### src/rtl/sysbus_arb_pkg.sv
// Shared types and constants for the Sysbus line arbiter.
// Pure declarations: no logic and no latency; backpressure does not apply.
package sysbus_arb_pkg;

    localparam int LINE_BITS = 512;

    localparam logic       SYSBUS_READ   = 1'b1;
    localparam logic [3:0] SYSBUS_MEMORY = 4'b0001;

    // Request tag: {read, memory space, 8'h00} -> 13'h1100
    localparam logic [12:0] RD_MEM_TAG = {SYSBUS_READ, SYSBUS_MEMORY, 8'h00};

    typedef enum logic [2:0] {
        IDLE,
        REQ,
        WAIT,
        RECV,
        DONE
    } arb_state_t;

endpackage

### src/rtl/rr_arbiter2.sv
// Two-way round-robin pick: a lone requester wins; on a tie the client not served last wins.
// Latency: combinational, no state.
// Backpressure: none; the caller decides when the grant is taken.
module rr_arbiter2 (
    input  logic [1:0] req,
    input  logic       last_gnt,
    output logic [1:0] gnt
);

    always_comb begin
        gnt = 2'b00;
        case (req)
            2'b01:   gnt = 2'b01;
            2'b10:   gnt = 2'b10;
            2'b11:   gnt = last_gnt ? 2'b01 : 2'b10;
            default: gnt = 2'b00;
        endcase
    end

endmodule

### src/rtl/sysbus_line_arbiter.sv
// Shares the Sysbus master port between fetch (client 0) and LSU (client 1): one 64B line read per grant.
// Latency: c_req@t -> bus_reqcyc@t+1; with immediate reqack and 8 back-to-back beats, c_done@t+10.
// Backpressure: bus_reqcyc is held until bus_reqack; beats are acked only on bus_respcyc; clients wait on c_req.
module sysbus_line_arbiter
    import sysbus_arb_pkg::*;
#(
    parameter int BUS_DATA_WIDTH = 64,
    parameter int BUS_TAG_WIDTH  = 13,
    parameter int LINE_BEATS     = 8
) (
    input  logic                                 clk,
    input  logic                                 reset,

    input  logic [1:0]                           c_req,
    input  logic [BUS_DATA_WIDTH-1:0]            c0_addr,
    input  logic [BUS_DATA_WIDTH-1:0]            c1_addr,
    output logic [1:0]                           c_gnt,
    output logic [1:0]                           c_done,
    output logic [LINE_BEATS*BUS_DATA_WIDTH-1:0] line_out,

    output logic                                 bus_reqcyc,
    output logic [BUS_DATA_WIDTH-1:0]            bus_req,
    output logic [BUS_TAG_WIDTH-1:0]             bus_reqtag,
    input  logic                                 bus_reqack,
    input  logic                                 bus_respcyc,
    input  logic [BUS_DATA_WIDTH-1:0]            bus_resp,
    input  logic [BUS_TAG_WIDTH-1:0]             bus_resptag,
    output logic                                 bus_respack
);

    localparam int LINE_W = LINE_BEATS * BUS_DATA_WIDTH;
    localparam int BEAT_W = $clog2(LINE_BEATS);
    localparam logic [BEAT_W-1:0] LAST_BEAT = BEAT_W'(LINE_BEATS - 1);
    // Byte-offset bits inside one line; cleared so the bus sees a line-aligned address.
    localparam logic [BUS_DATA_WIDTH-1:0] OFF_MASK = BUS_DATA_WIDTH'((LINE_W / 8) - 1);

    arb_state_t                state_q, state_d;
    logic [1:0]                gnt_q, gnt_d;
    logic                      last_gnt_q, last_gnt_d;
    logic [BUS_DATA_WIDTH-1:0] addr_q, addr_d;
    logic [BEAT_W-1:0]         beat_q, beat_d;
    logic [LINE_W-1:0]         line_q, line_d;

    logic [1:0] arb_gnt;
    logic       resp_window;
    logic       unused_resptag;

    // Only one transaction is ever outstanding, so the response tag carries no information.
    assign unused_resptag = ^bus_resptag;

    rr_arbiter2 u_rr (
        .req      (c_req),
        .last_gnt (last_gnt_q),
        .gnt      (arb_gnt)
    );

    assign resp_window = (state_q == WAIT) || (state_q == RECV);

    // Reset gating keeps an aborted transaction from acking its in-flight beat.
    assign bus_respack = resp_window && bus_respcyc && !reset;

    assign bus_reqcyc = (state_q == REQ);
    assign bus_req    = addr_q;
    assign bus_reqtag = BUS_TAG_WIDTH'(RD_MEM_TAG);
    assign c_gnt      = gnt_q;
    assign c_done     = (state_q == DONE) ? gnt_q : 2'b00;
    assign line_out   = line_q;

    always_comb begin
        state_d    = state_q;
        gnt_d      = gnt_q;
        last_gnt_d = last_gnt_q;
        addr_d     = addr_q;
        beat_d     = beat_q;
        line_d     = line_q;

        case (state_q)
            IDLE: begin
                if (|arb_gnt) begin
                    gnt_d      = arb_gnt;
                    last_gnt_d = arb_gnt[1];
                    addr_d     = (arb_gnt[1] ? c1_addr : c0_addr) & ~OFF_MASK;
                    state_d    = REQ;
                end
            end
            REQ: begin
                if (bus_reqack) begin
                    state_d = WAIT;
                end
            end
            WAIT, RECV: begin
                if (bus_respcyc) begin
                    line_d[beat_q*BUS_DATA_WIDTH +: BUS_DATA_WIDTH] = bus_resp;
                    beat_d  = beat_q + 1'b1;
                    state_d = (beat_q == LAST_BEAT) ? DONE : RECV;
                end
            end
            DONE: begin
                gnt_d   = 2'b00;
                beat_d  = '0;
                state_d = IDLE;
            end
            default: begin
                state_d = IDLE;
            end
        endcase
    end

    always_ff @(posedge clk) begin
        if (reset) begin
            state_q    <= IDLE;
            gnt_q      <= 2'b00;
            last_gnt_q <= 1'b1;
            addr_q     <= '0;
            beat_q     <= '0;
            line_q     <= '0;
        end else begin
            state_q    <= state_d;
            gnt_q      <= gnt_d;
            last_gnt_q <= last_gnt_d;
            addr_q     <= addr_d;
            beat_q     <= beat_d;
            line_q     <= line_d;
        end
    end

endmodule

### config.mk
export PLATFORM = sky130hd
export DESIGN_NAME = sysbus_line_arbiter
export DESIGN_NICKNAME = d
export VERILOG_FILES = /design/src/rtl/sysbus_arb_pkg.sv /design/src/rtl/rr_arbiter2.sv /design/src/rtl/sysbus_line_arbiter.sv
export SDC_FILE = /design/constraint.sdc
export NUM_CORES = 1
export LEC_CHECK = 0
export BUFFER_PORTS_ARGS = -buffer_cell sky130_fd_sc_hd__buf_2
export CAP_MARGIN = 20
export CORE_AREA = 3 3 316 318
export CTS_CLUSTER_SIZE = 25
export DETAILED_ROUTE_END_ITERATION = 8
export DIE_AREA = 0 0 319 321
export PLACE_DENSITY_LB_ADDON = 0.15
export SETUP_SLACK_MARGIN = 0.3
export SKIP_CTS_REPAIR_TIMING = 1
export SLEW_MARGIN = 5
export SYNTH_ARGS = -nofsm -noshare
export SYNTH_HDL_FRONTEND = slang
export SYNTH_HIERARCHICAL = 1
export SYNTH_SLANG_ARGS = --single-unit
export TNS_END_PERCENT = 1
### constraint.sdc
create_clock -name clk -period 3.1 [get_ports clk]
set_input_delay 0.31 -clock clk [delete_from_list [all_inputs] [get_ports clk]]
set_output_delay 0.31 -clock clk [all_outputs]
set_load 0.005 [all_outputs]
=== After elaboration in Yosys (flattened, before gate mapping) ===
Cells that the tools add are included.

* Register bits after elaboration: 579
* Output and inout port bits: 595

* $add $sub $neg: 2
* Reductions and logical operators: 14
* Shifts and indexed selects: 2
* Equality and inequality tests: 11
* Mux-type cells: 14

{| class="wikitable"
|+ Operator list
! kind !! count
|-
| $bwmux W512 || 1
|-
| $shift A64 B34 Y512 const A || 1
|-
| $shiftx A64 B34 Y512 || 1
|-
| $mux W64 || 1
|-
| $neg A9 Y34 || 1
|-
| $mux W3 || 5
|-
| $pmux W3 S3 || 1
|-
| $reduce_and A2 Y1 || 4
|-
| $eq A3 B2 Y1 const B || 2
|-
| $eq A3 B3 Y1 const B || 2
|-
| $mux W2 || 3
|-
| $pmux W2 S3 || 1
|-
| $pmux W3 S2 || 1
|-
| $eq A2 B2 Y1 const B || 2
|-
| $ne A2 B2 Y1 const B || 2
|-
| $pmux W2 S2 || 1
|-
| $reduce_bool A2 Y1 || 2
|-
| $reduce_or A2 Y1 || 2
|-
| $add A3 B1 Y3 const B || 1
|-
| $eq A3 B1 Y1 const B || 1
|-
| $logic_not A3 Y1 || 1
|-
| $reduce_and A3 Y1 || 1
|-
| $eq A2 B1 Y1 const B || 1
|-
| $logic_and A1 B1 Y1 || 2
|-
| 3 further kinds || 3
|}

=== Depth between registers and ports, before layout ===
Gate-level depths: netlist of run 1.

* Depth in word-level cells: 5
* Depth in mapped cells: 10
* Gate-level depth less buffers: 6

=== By module ===
Netlist of run 1, hierarchy kept.

{| class="wikitable"
|+ By module, submodules not included
! module !! sequential area each (µm²) !! area each (µm²) !! cells an instance !! instances
|-
| sysbus_line_arbiter || 11591.1 || 24727.5 || 2442 || 1
|-
| rr_arbiter2 || 0.0 || 18.8 || 3 || 1
|}

=== Worst setup path before layout of run 1 ===
Ideal clock, no wire load.

* Path type: register -> register
* Start: register beat_q[0]
* End: register line_q[100], in the netlist line_out[100]
* Buffers on the path: 3
* Stages on the path, launching flop included: 10
* Period minus slack after synthesis: 2.274 ns
* Setup slack: 0.826 ns
* Data arrival time: 2.203 ns
* Setup time: 0.072 ns
* Cell sequence: dfxtp_1 -> buf_4 -> inv_1 -> ha_1 -> ha_1 -> o31a_1 -> and3_1 -> buf_2 -> buf_4 -> mux2i_1

* Cells in the longest elaborated chain, start to end: 3

{| class="wikitable"
|+ Ends and longest elaborated chain
! element !! RTL line !! RTL
|-
| from (decl) || sysbus_line_arbiter.sv:41 || <nowiki>logic [BEAT_W-1:0] beat_q, beat_d;</nowiki>
|-
| from (signal assigned) || sysbus_line_arbiter.sv:122 || <nowiki>beat_q <= beat_d;</nowiki>
|-
| $neg A9 Y34 (*) || sysbus_line_arbiter.sv:93 || <nowiki>line_d[beat_q*BUS_DATA_WIDTH +: BUS_DATA_WIDTH] = bus_resp;</nowiki>
|-
| $shiftx A64 B34 Y512 or $shift A64 B34 Y512 (tied branches) || sysbus_line_arbiter.sv:93 ||
|-
| $bwmux W512 (*) || sysbus_line_arbiter.sv:93 ||
|-
| to (signal assigned) || sysbus_line_arbiter.sv:123 || <nowiki>line_q <= line_d;</nowiki>
|-
| to (decl) || sysbus_line_arbiter.sv:42 || <nowiki>logic [LINE_W-1:0] line_q, line_d;</nowiki>
|}

Mark *: on every way between the ends. The rest lies on a longest branch, timed or not.
A chain may end at the register's enable or synchronous reset.

=== Final worst setup path of run 1 ===
* Start: register beat_q[1]
* End: register line_q[217], in the netlist line_out[217]

Same word-level chain as after synthesis.

==> results of run 1 <==
final timing paths:
path	from	end	slack, ns	cells after the start
setup / recovery	beat_q[1]	line_out[217]	0.46	8
hold / removal	bus_resp[35]	line_out[99]	-0.005	3
setup reg to reg	beat_q[1]	line_out[217]	0.46	8
hold reg to reg	line_out[384]	line_out[384]	0.47	2
sequential cells by signal, indices dropped and copies added, names as in the netlist:
name and flops:
beat_q 3, bus_req 58, c_gnt 2, last_gnt_q 1
line_out 512, state_q 3
area by class of cell:
cell class                 instances  area (µm²)
timing repair buffer             884        5130
clock inverter                    23         349
multi-input combinational       1659       12100
tap                             1276        1600
inverter                           5        18.8
clock buffer                     102        2030
antenna                            3        7.51
sequential                       579       11600
fill                           10136       64000
metrics by stage:
| step | util, % | cells | instance area, µm² | worst slack (ns) | total power [W] |
|---|---|---|---|---|---|
| detailed placement | 30.9 | 4351 | 29900 | 0.340 | 0.00918 |
| global placement | 30.9 | 4351 | 29900 | 0.369 | 0.00919 |
| finish | 33.9 | 4531 | 32800 | 0.464 | 0.0177 |
| CTS | 33.3 | 4476 | 32300 | 0.299 | 0.0180 |
| global route | 33.9 | 4530 | 32800 | 0.312 | 0.0184 |
| floorplan | - | 2462 | 24800 | 0.826 | 0.00858 |
logic make-up (layout without fill, tap and decap cells):
logic type	Yosys count	count (layout)	synth area share, %
AO/OA/AOI/OAI	167	167	4.49
adder cells (fa/ha/maj)	7	7	0.354
buffers and inverters	224	1014	5.08
flip-flops	579	579	46.8
multiplexers	535	535	21.9
other	2	22	0.0303
AND/OR/NAND/NOR	931	931	21.3
cells in the mapped netlist (13+ instances only):
cell	count
buf_4	51
a211oi_1	39
nand3b_1	13
buf_6	25
clkbuf_1	109
o21ai_0	35
nand2b_1	472
a21oi_1	63
mux2i_1	483
nor2b_1	117
a211oi_2	20
buf_2	30
dfxtp_1	579
nand4_1	36
nand2_1	248
mux2_2	43
layer usage:
metal / vias to the layer above / GRT usage, %
li1: 9702 / -
met1: 9535 / 23.2
met2: 595 / 34.3
met3: 106 / 4.31
met4: 2 / 5.06
met5: - / 0
worst max-delay path: cells and delay by family (launching register included):
family / cells / cell delay, ns
AO/OA/AOI/OAI: 1 / 0.23
adder cells (fa/ha/maj): 2 / 0.66
multiplexers: 1 / 0.21
AND/OR/NAND/NOR: 1 / 0.24
flip-flops: 1 / 0.48
buffers and inverters: 3 / 0.68
power by group:
group          switching [W]  leakage (nW)  internal [W]
Clock                0.00349          1.17       0.00516
Combinational       0.000773          8.50      0.000608
Sequential         0.0000848          4.68       0.00759
Total                0.00434          14.3        0.0134
placed cells by master, fill, tap and decap left out, types with 3 or more instances in the layout:
cell	count
a211oi_1	39
o21ai_0	35
a21oi_1	63
nand3_1	6
buf_2	760
inv_1	5
mux2_2	43
buf_4	52
clkbuf_16	72
and3_1	3
dfxtp_1	579
bufinv_16	7
nand4_1	36
diode_2	3
inv_6	5
a211oi_2	20
nor2_1	4
nand2b_1	472
dlygate4sd3_1	51
mux2i_1	483
ha_1	5
nand3b_1	13
nor2b_1	117
clkbuf_1	17
buf_12	18
nand2_1	248
clkinv_2	8
clkbuf_8	14
conb_1	19
mux2_1	9
==> flow_metrics.tcl, run 1 <==
set metrics [dict create \
    post-route-period-util_pct 85.0 \
    drt-initial-drc-count 935 \
    wl_met2_mm 51.3 \
    rows 114 \
    worstPathArrival_ns 3.19 \
    max_cap_viol_count 0 \
    max_slew.worst_pin.slew_ns 0.986 \
    slew-limit-headroom_pct 34.1 \
    dpl.hpwl_mm 73.1 \
    worst_hold_path_type "input port to register" \
    rsz0062_at_grt "no" \
    drive_gt1_share_pct 31.7 \
    synth_top_area_share_pct 46.8 \
    finClkSkew_ns 0.0271 \
    synth-edff-count 0 \
    wl_met3_mm 5.94 \
    io_pins 806 \
    timing.setup.tns_ns 0 \
    antenna_found_initial 6 \
    cp-start-kind "register" \
    peakVddDrop_mv 0.313 \
    final_nets 3418 \
    cts_buffer_depth 3 \
    async_flop_share_pct 0 \
    insertion_delay_ns 0.64 \
    drv_slew 0 \
    ys_seq_elements 579 \
    cts_made_buffers 71 \
    yosysWarnings 6 \
    cp_cell_sequence "inv_1 > ha_1 > ha_2 > o31a_2 > buf_4 > and2_4 > buf_16 > mux2i_1" \
    grt_max_degree 89 \
    coreArea_mm2 0.0969 \
    cp_max_fo 32 \
    fin_crit_ns 2.64 \
    cp-end-kind "register" \
    cpMaxStageDelayCell "dfxtp_1" \
    area_growth_pct 32.6 \
    drc 0 \
    drtPass1Iterations 7 \
    cts_tree "done" \
    avgSynthCellArea_um2 10.1 \
    finalHoldViolCount 2 \
    yosysUniqueCellTypes 50 \
    grt_pass1_wl_mm 145 \
    place_congestion 0.807 \
    cts-root-buf "clkbuf_16" \
    outcome "finished, violations left" \
    p_leak_nw 14.3 \
    netlist_top_cells_area "dfxtp_1, mux2i_1, nand2b_1" \
    maxClockFrequency_mhz 379 \
    htreeDepth 3 \
    dr.max_layer_used "met5" \
    hold_ws_ns -0.00507 \
    die_area_mm2 0.102 \
    drt-total-wl_mm 103 \
    max_stage_delay_ns 0.48 \
    violations "negative hold slack" \
    wire_per_inst_um 22.7 \
    synth_cells 2445 \
    path_clk_slew_ns 0.06 \
    yosysSeqAreaShare_pct 46.8 \
    cts_sinks 579 \
    grt_usage_pct 19.2 \
    synth.largest_area_cell "dfxtp_1" \
    path_class "register to register" \
    grt_pass1_vias 20015 \
    route.antenna.remaining_nets 0 \
    finalSetupViolations 0 \
    die_width_um 319 \
    vias 19940 \
    port_buffers 761 \
    p_per_area_mw_per_mm2 539 \
    synth_ff_type "dfxtp_1" \
    wl_met1_mm 43.3 \
    die_height_um 321 \
    routed_via_density 4.40 \
    grt_overflow 0 \
    start_util_pct 25.6 \
    required_ns 3.65 \
    mappedNetlistArea_mm2 0.0247 \
]
(Power assumes the default switching activity.)
==> inputs of run 2 (changes only) <==
ABC_CLOCK_PERIOD_IN_PS = 3100   (was unset)
CORE_AREA = unset   (was 3 3 316 318)
CORE_ASPECT_RATIO = 0.5   (was unset)
CORE_MARGIN = 3   (was unset)
CORE_UTILIZATION = 27   (was unset)
DIE_AREA = unset   (was 0 0 319 321)
==> run 2 against run 1 <==
Effect of this change: final area is 2.0% lower; combinational power about the same; sequential share of layout area rose by 0.72 points; die area down 6.7%; sequential cell count did not move; clock skew increased by 0.0081 ns; register-to-register slack improved by 0.05 ns; highest routed layer is now met4; the flow now finishes without violations.
==> flow_metrics.tcl, run 2 (synthesized netlist as in run 1, its figures left out) <==
set metrics [dict create \
    reg2regPathDepth 8 \
    rsz0062_at_grt "no" \
    peakVddDrop_mv 0.489 \
    cp-end-kind "register" \
    path_clk_slew_ns 0.07 \
    cp-start-kind "register" \
    swShare_pct 24.9 \
    final_cell_mix "buf_2, dfxtp_1, mux2i_1" \
    place_congestion 0.795 \
    dpl.hpwl_mm 68.9 \
    grt_pass1_vias 19598 \
    final_nets 3407 \
    p_switching_w 0.00397 \
    pwr-share-clk_pct 43.5 \
    die_width_um 434 \
    finalHoldViolCount 0 \
    drt-total-wl_mm 96.8 \
    htreeDepth 2 \
    pre_cts_ws_ns 0.552 \
    p_int_w 0.0120 \
    min_to "line_out[505]" \
    layout_setup_ws_ns 0.518 \
    area_growth_pct 30.0 \
    post-place-cells 4254 \
    cts_tree "done" \
    cts-root-buf "clkbuf_16" \
    final_common_cell "buf_2" \
    wire_per_inst_um 21.9 \
    finalSetupViolations 0 \
    drt-initial-drc-count 1016 \
    outcome "finished clean" \
    maxClockFrequency_mhz 387 \
    grt_overflow 0 \
    largest_reg_flops 512 \
    seq_power_share_pct 48.0 \
    start_util_pct 27.6 \
    fin_crit_ns 2.58 \
    antenna_found_initial 2 \
    cp_max_fo 64 \
    cts_sinks 579 \
    die_height_um 220 \
    grt_usage_pct 19.2 \
    insertion_delay_ns 0.64 \
    cts_made_buffers 57 \
    port_buffers 761 \
    post-route-period-util_pct 83.3 \
    grt_max_degree 114 \
    coreArea_mm2 0.0896 \
    timing.setup.tns_ns 0 \
    final_core_util_pct 35.9 \
    reg2reg_slack_ns 0.52 \
    die_area_mm2 0.0955 \
    finClkSkew_ns 0.0352 \
    rows 77 \
    final_cells 4417 \
    worst_hold_path_type "input port to register" \
    max_slew.worst_pin.slew_ns 0.793 \
    path_class "register to register" \
    drv_slew 0 \
    slew-limit-headroom_pct 47.2 \
    worstPathArrival_ns 3.13 \
    route.antenna.remaining_nets 0 \
    cts_buffer_depth 3 \
    r2r-end "line_out[221]" \
    p_per_area_mw_per_mm2 496 \
    combPwrFrac_pct 8.5 \
    max_cap_viol_count 0 \
    io_pins 806 \
    drc 0 \
    p_leak_nw 14.1 \
    grt_pass1_wl_mm 136 \
    drtPass1Iterations 5 \
    drive_gt1_share_pct 30.8 \
    min-delay-start "bus_resp[57]" \
    routed_via_density 4.49 \
    vias 19823 \
    min_delay_path_depth 3 \
    r2r_start "beat_q[1]" \
    required_ns 3.65 \
]
[run 2: power by group through the flow]
stage                     combinational (W)  clock [W]  sequential (W)
after floorplan                    0.000750          0         0.00783
after global placement              0.00131          0         0.00783
after detailed placement            0.00131          0         0.00783
after CTS                           0.00132    0.00720         0.00766
after global routing                0.00148    0.00749         0.00767
final                               0.00136    0.00694         0.00766
[run 2: per-stage QoR]
stage | hold WS [ns] | area, µm² | total power [W]
3_3_place_gp | 0.452 | 29800 | 0.00914
5_1_grt | -0.00330 | 32200 | 0.0166
4_1_cts | -0.0910 | 31600 | 0.0162
2_1_floorplan | 0.459 | 24800 | 0.00858
6_report | 0.00650 | 32200 | 0.0160
3_5_place_dp | 0.457 | 29800 | 0.00914
[run 2: critical path, cell delays in order, from the launching register on]
cell and delay [ns]:
dfxtp_1 0.46, inv_1 0.10, ha_1 0.21, ha_1 0.30, o31a_2 0.22, buf_4 0.33, and2_4 0.21, buf_12 0.36
mux2i_1 0.24
[run 2: area by class of cell]
| class | count | area (µm²) |
|---|---|---|
| fillers | 9238 | 57400 |
| diodes | 1 | 2.50 |
| flip-flops and latches | 579 | 11600 |
| repair buffers | 887 | 5200 |
| inverters | 5 | 18.8 |
| clock buffers | 89 | 1680 |
| multi-input cells | 1659 | 12100 |
| well taps | 1185 | 1480 |
| clock inverters | 12 | 101 |
[run 2: how the worst max path moves through the flow]
stage / start / endpoint
finish: beat_q[1] / line_out[221]
detailed placement: beat_q[1] / line_out[210]
global placement: beat_q[1] / line_out[231]
CTS: beat_q[1] / line_out[210]
global route: beat_q[1] / line_out[204]
floorplan: beat_q[0] / line_out[100]
[run 2: metal layers]
layer  GRT usage [%]  share of wire [%]
met3            3.11                3.8
met1            22.7                 41
met2            35.0                 51
met4            7.07                3.6
met5               0                  0
==> inputs of run 3 (changes only) <==
ABC_AREA = 1   (was unset)
ABC_CLOCK_PERIOD_IN_PS = 2350   (was 3100)
clock period = 2.35 ns   (was 3.1 ns; I/O delays follow)
==> run 3 against run 2 <==
Effect of this change: the flow now finishes with violations (negative hold slack); fmax grew 24%; clock power grew 50%; clock skew shrank 0.013 ns; die area grew 3.2%; final area grew 5.6%; synthesized cell count grew 62%; via count grew 35%; register-to-register slack lost 0.24 ns; critical path depth grew 2; worst hold slack lost 0.057 ns; count of clock-buffer cells in the layout shrank 12.
==> flow_metrics.tcl, run 3 <==
set metrics [dict create \
    die_height_um 224 \
    finalHoldViolCount 23 \
    cts_made_buffers 58 \
    grt_max_degree 118 \
    final_nets 4861 \
    cp-start-kind "register" \
    final_cells 5952 \
    post-place-cells 5761 \
    die_width_um 441 \
    outcome "finished, violations left" \
    drtPass1Iterations 5 \
    synth.largest_area_cell "dfxtp_1" \
    p_per_area_mw_per_mm2 814 \
    synth_compound_area_share_pct 6.65 \
    cts_buffer_depth 3 \
    grt_pass1_vias 24030 \
    routed_via_density 4.48 \
    port_buffers 761 \
    die_area_mm2 0.0986 \
    placed_area_mm2 0.0308 \
    synth.area.mux_share_pct 0 \
    max_cap_viol_count 0 \
    drt-initial-drc-count 1929 \
    finClkSkew_ns 0.0226 \
    required_ns 2.87 \
    final_area_mm2 0.0340 \
    hold_ws_ns -0.0506 \
    final_common_cell "nor2_1" \
    coreArea_mm2 0.0934 \
    synth_ff_type "dfxtp_1" \
    violations "negative hold slack" \
    final_cell_mix "nor2_1, nand2_1, buf_2" \
    cp_max_fo 15 \
    path_class "register to register" \
    grt_usage_pct 21.4 \
    largest_reg_flops 512 \
    synth_xor_area_share_pct 0.0343 \
    finalSetupViolations 0 \
    yosys.area_share.simple_pct 37.7 \
    antenna_found_initial 9 \
    grt_pass1_wl_mm 160 \
    mappedNetlistArea_mm2 0.0256 \
    dpl.hpwl_mm 80.4 \
    synth_top_area_share_pct 45.3 \
    max_slew.worst_pin.slew_ns 0.574 \
    route.antenna.remaining_nets 0 \
    drt-total-wl_mm 114 \
    drv_slew 0 \
    p_leak_nw 17.1 \
    synth_top_family_by_area "simple AND/OR/NAND/NOR gates" \
    rows 79 \
    place_congestion 0.861 \
    synth_common_cells "nor2_1, nand2_1, dfxtp_1" \
    wire_per_inst_um 19.1 \
    rsz0062_at_grt "yes" \
    synth.most_common_cell "nor2_1" \
    yosysWarnings 6 \
    worst_hold_path_type "input port to register" \
    insertion_delay_ns 0.64 \
    peakVddDrop_mv 0.552 \
    avgSynthCellArea_um2 6.47 \
    cts_tree "done" \
    ys_seq_elements 579 \
    maxClockFrequency_mhz 481 \
    yosysUniqueCellTypes 28 \
    cp-end-kind "register" \
    synth-adder-area-share_pct 0.343 \
    path_clk_slew_ns 0.07 \
    slew-limit-headroom_pct 61.7 \
    netlist_top_cells_area "dfxtp_1, nor2_1, nand2_1" \
    io_pins 806 \
    async_flop_share_pct 0 \
    post-route-period-util_pct 88.4 \
    htreeDepth 2 \
    drc 0 \
    final_core_util_pct 36.4 \
    fin_crit_ns 2.08 \
    vias 26674 \
    timing.setup.tns_ns 0 \
    start_util_pct 27.4 \
    yosysSeqAreaShare_pct 45.3 \
    cts-root-buf "clkbuf_16" \
    synth-edff-count 0 \
    synth_cells 3952 \
    grt_overflow 0 \
    cts_sinks 579 \
    worstPathArrival_ns 2.59 \
    drive_gt1_share_pct 21.4 \
    fillCellCount 10210 \
    area_growth_pct 32.9 \
]
-- run 3: cell count changes after synthesis, sizes merged, moves of 36 or more --
cell / before / now
nor2: 4 / 1159
nand2: 248 / 989
mux2i: 483 / 0
nand2b: 472 / 0
inv: 5 / 295
nand3: 8 / 200
o21ai: 36 / 204
nor2b: 117 / 0
a21oi: 63 / 132
buf: 110 / 172
a211oi: 59 / 0
mux2: 52 / 0
nand3b: 13 / 53
nand4: 36 / 0
-- run 3: worst max-delay path: stages (launching register included) --
cell and delay [ns]:
dfxtp_2 0.36, inv_2 0.06, ha_4 0.17, ha_4 0.31, inv_2 0.08, a21oi_4 0.22
buf_12 0.20, nand2_8 0.14, clkbuf_16 0.25, nor2_1 0.10, nor2_1 0.05
-- run 3: path summary, 6_finish.rpt --
check / startpoint / endpoint / slack, ns / cells past startpoint
max: beat_q[1] / line_out[162] / 0.27 / 10
min: c1_addr[19] / bus_req[19] / -0.05 / 5
max reg2reg: beat_q[1] / line_out[162] / 0.27 / 10
min reg2reg: line_out[132] / line_out[132] / 0.47 / 2
-- run 3: layout make-up --
type                    instances  area, µm²  share of cell area, %
clock inverters                29        415                   1.22
multi-input cells            2794      11700                   34.4
diodes                          8       20.0                 0.0589
clock buffers                  77       1650                   4.87
flip-flops and latches        579      11600                   34.1
inverters                     296       1130                   3.33
repair buffers                914       5890                   17.3
well taps                    1255       1570                   4.62
-- run 3: logic make-up after synthesis --
family          after synthesis
compound gates              338
xor+xnor                      1
fa+ha+maj                     7
buf+inv                     597
flops                       579
other cells                   2
simple gates               2428
-- run 3: per-stage QoR --
step | hold WS (ns) | setup slack, ns | power (W)
after floorplan | 0.304 | 0.281 | 0.0144
after detailed placement | 0.452 | 0.0453 | 0.0172
after global routing | -0.0258 | 0.204 | 0.0290
final | -0.0506 | 0.273 | 0.0276
after CTS | -0.111 | 0.00657 | 0.0277
after global placement | 0.448 | 0.0601 | 0.0171
-- run 3: where the power goes --
| group | switching [W] | internal [W] | total [W] |
|---|---|---|---|
| Sequential | 0.000369 | 0.0105 | 0.0109 |
| Combinational | 0.00432 | 0.00202 | 0.00634 |
| Clock | 0.00439 | 0.00604 | 0.0104 |
-- run 3: routing by layer --
layer	vias to the layer above	part of all wire [%]	global-route usage (%)	wire, µm
li1	13394	-	-	-
met1	12397	43	27.9	49200
met2	723	47	35.7	54000
met3	160	5.5	3.43	6300
met4	0	3.8	8.04	4390
met5	-	0	0	0
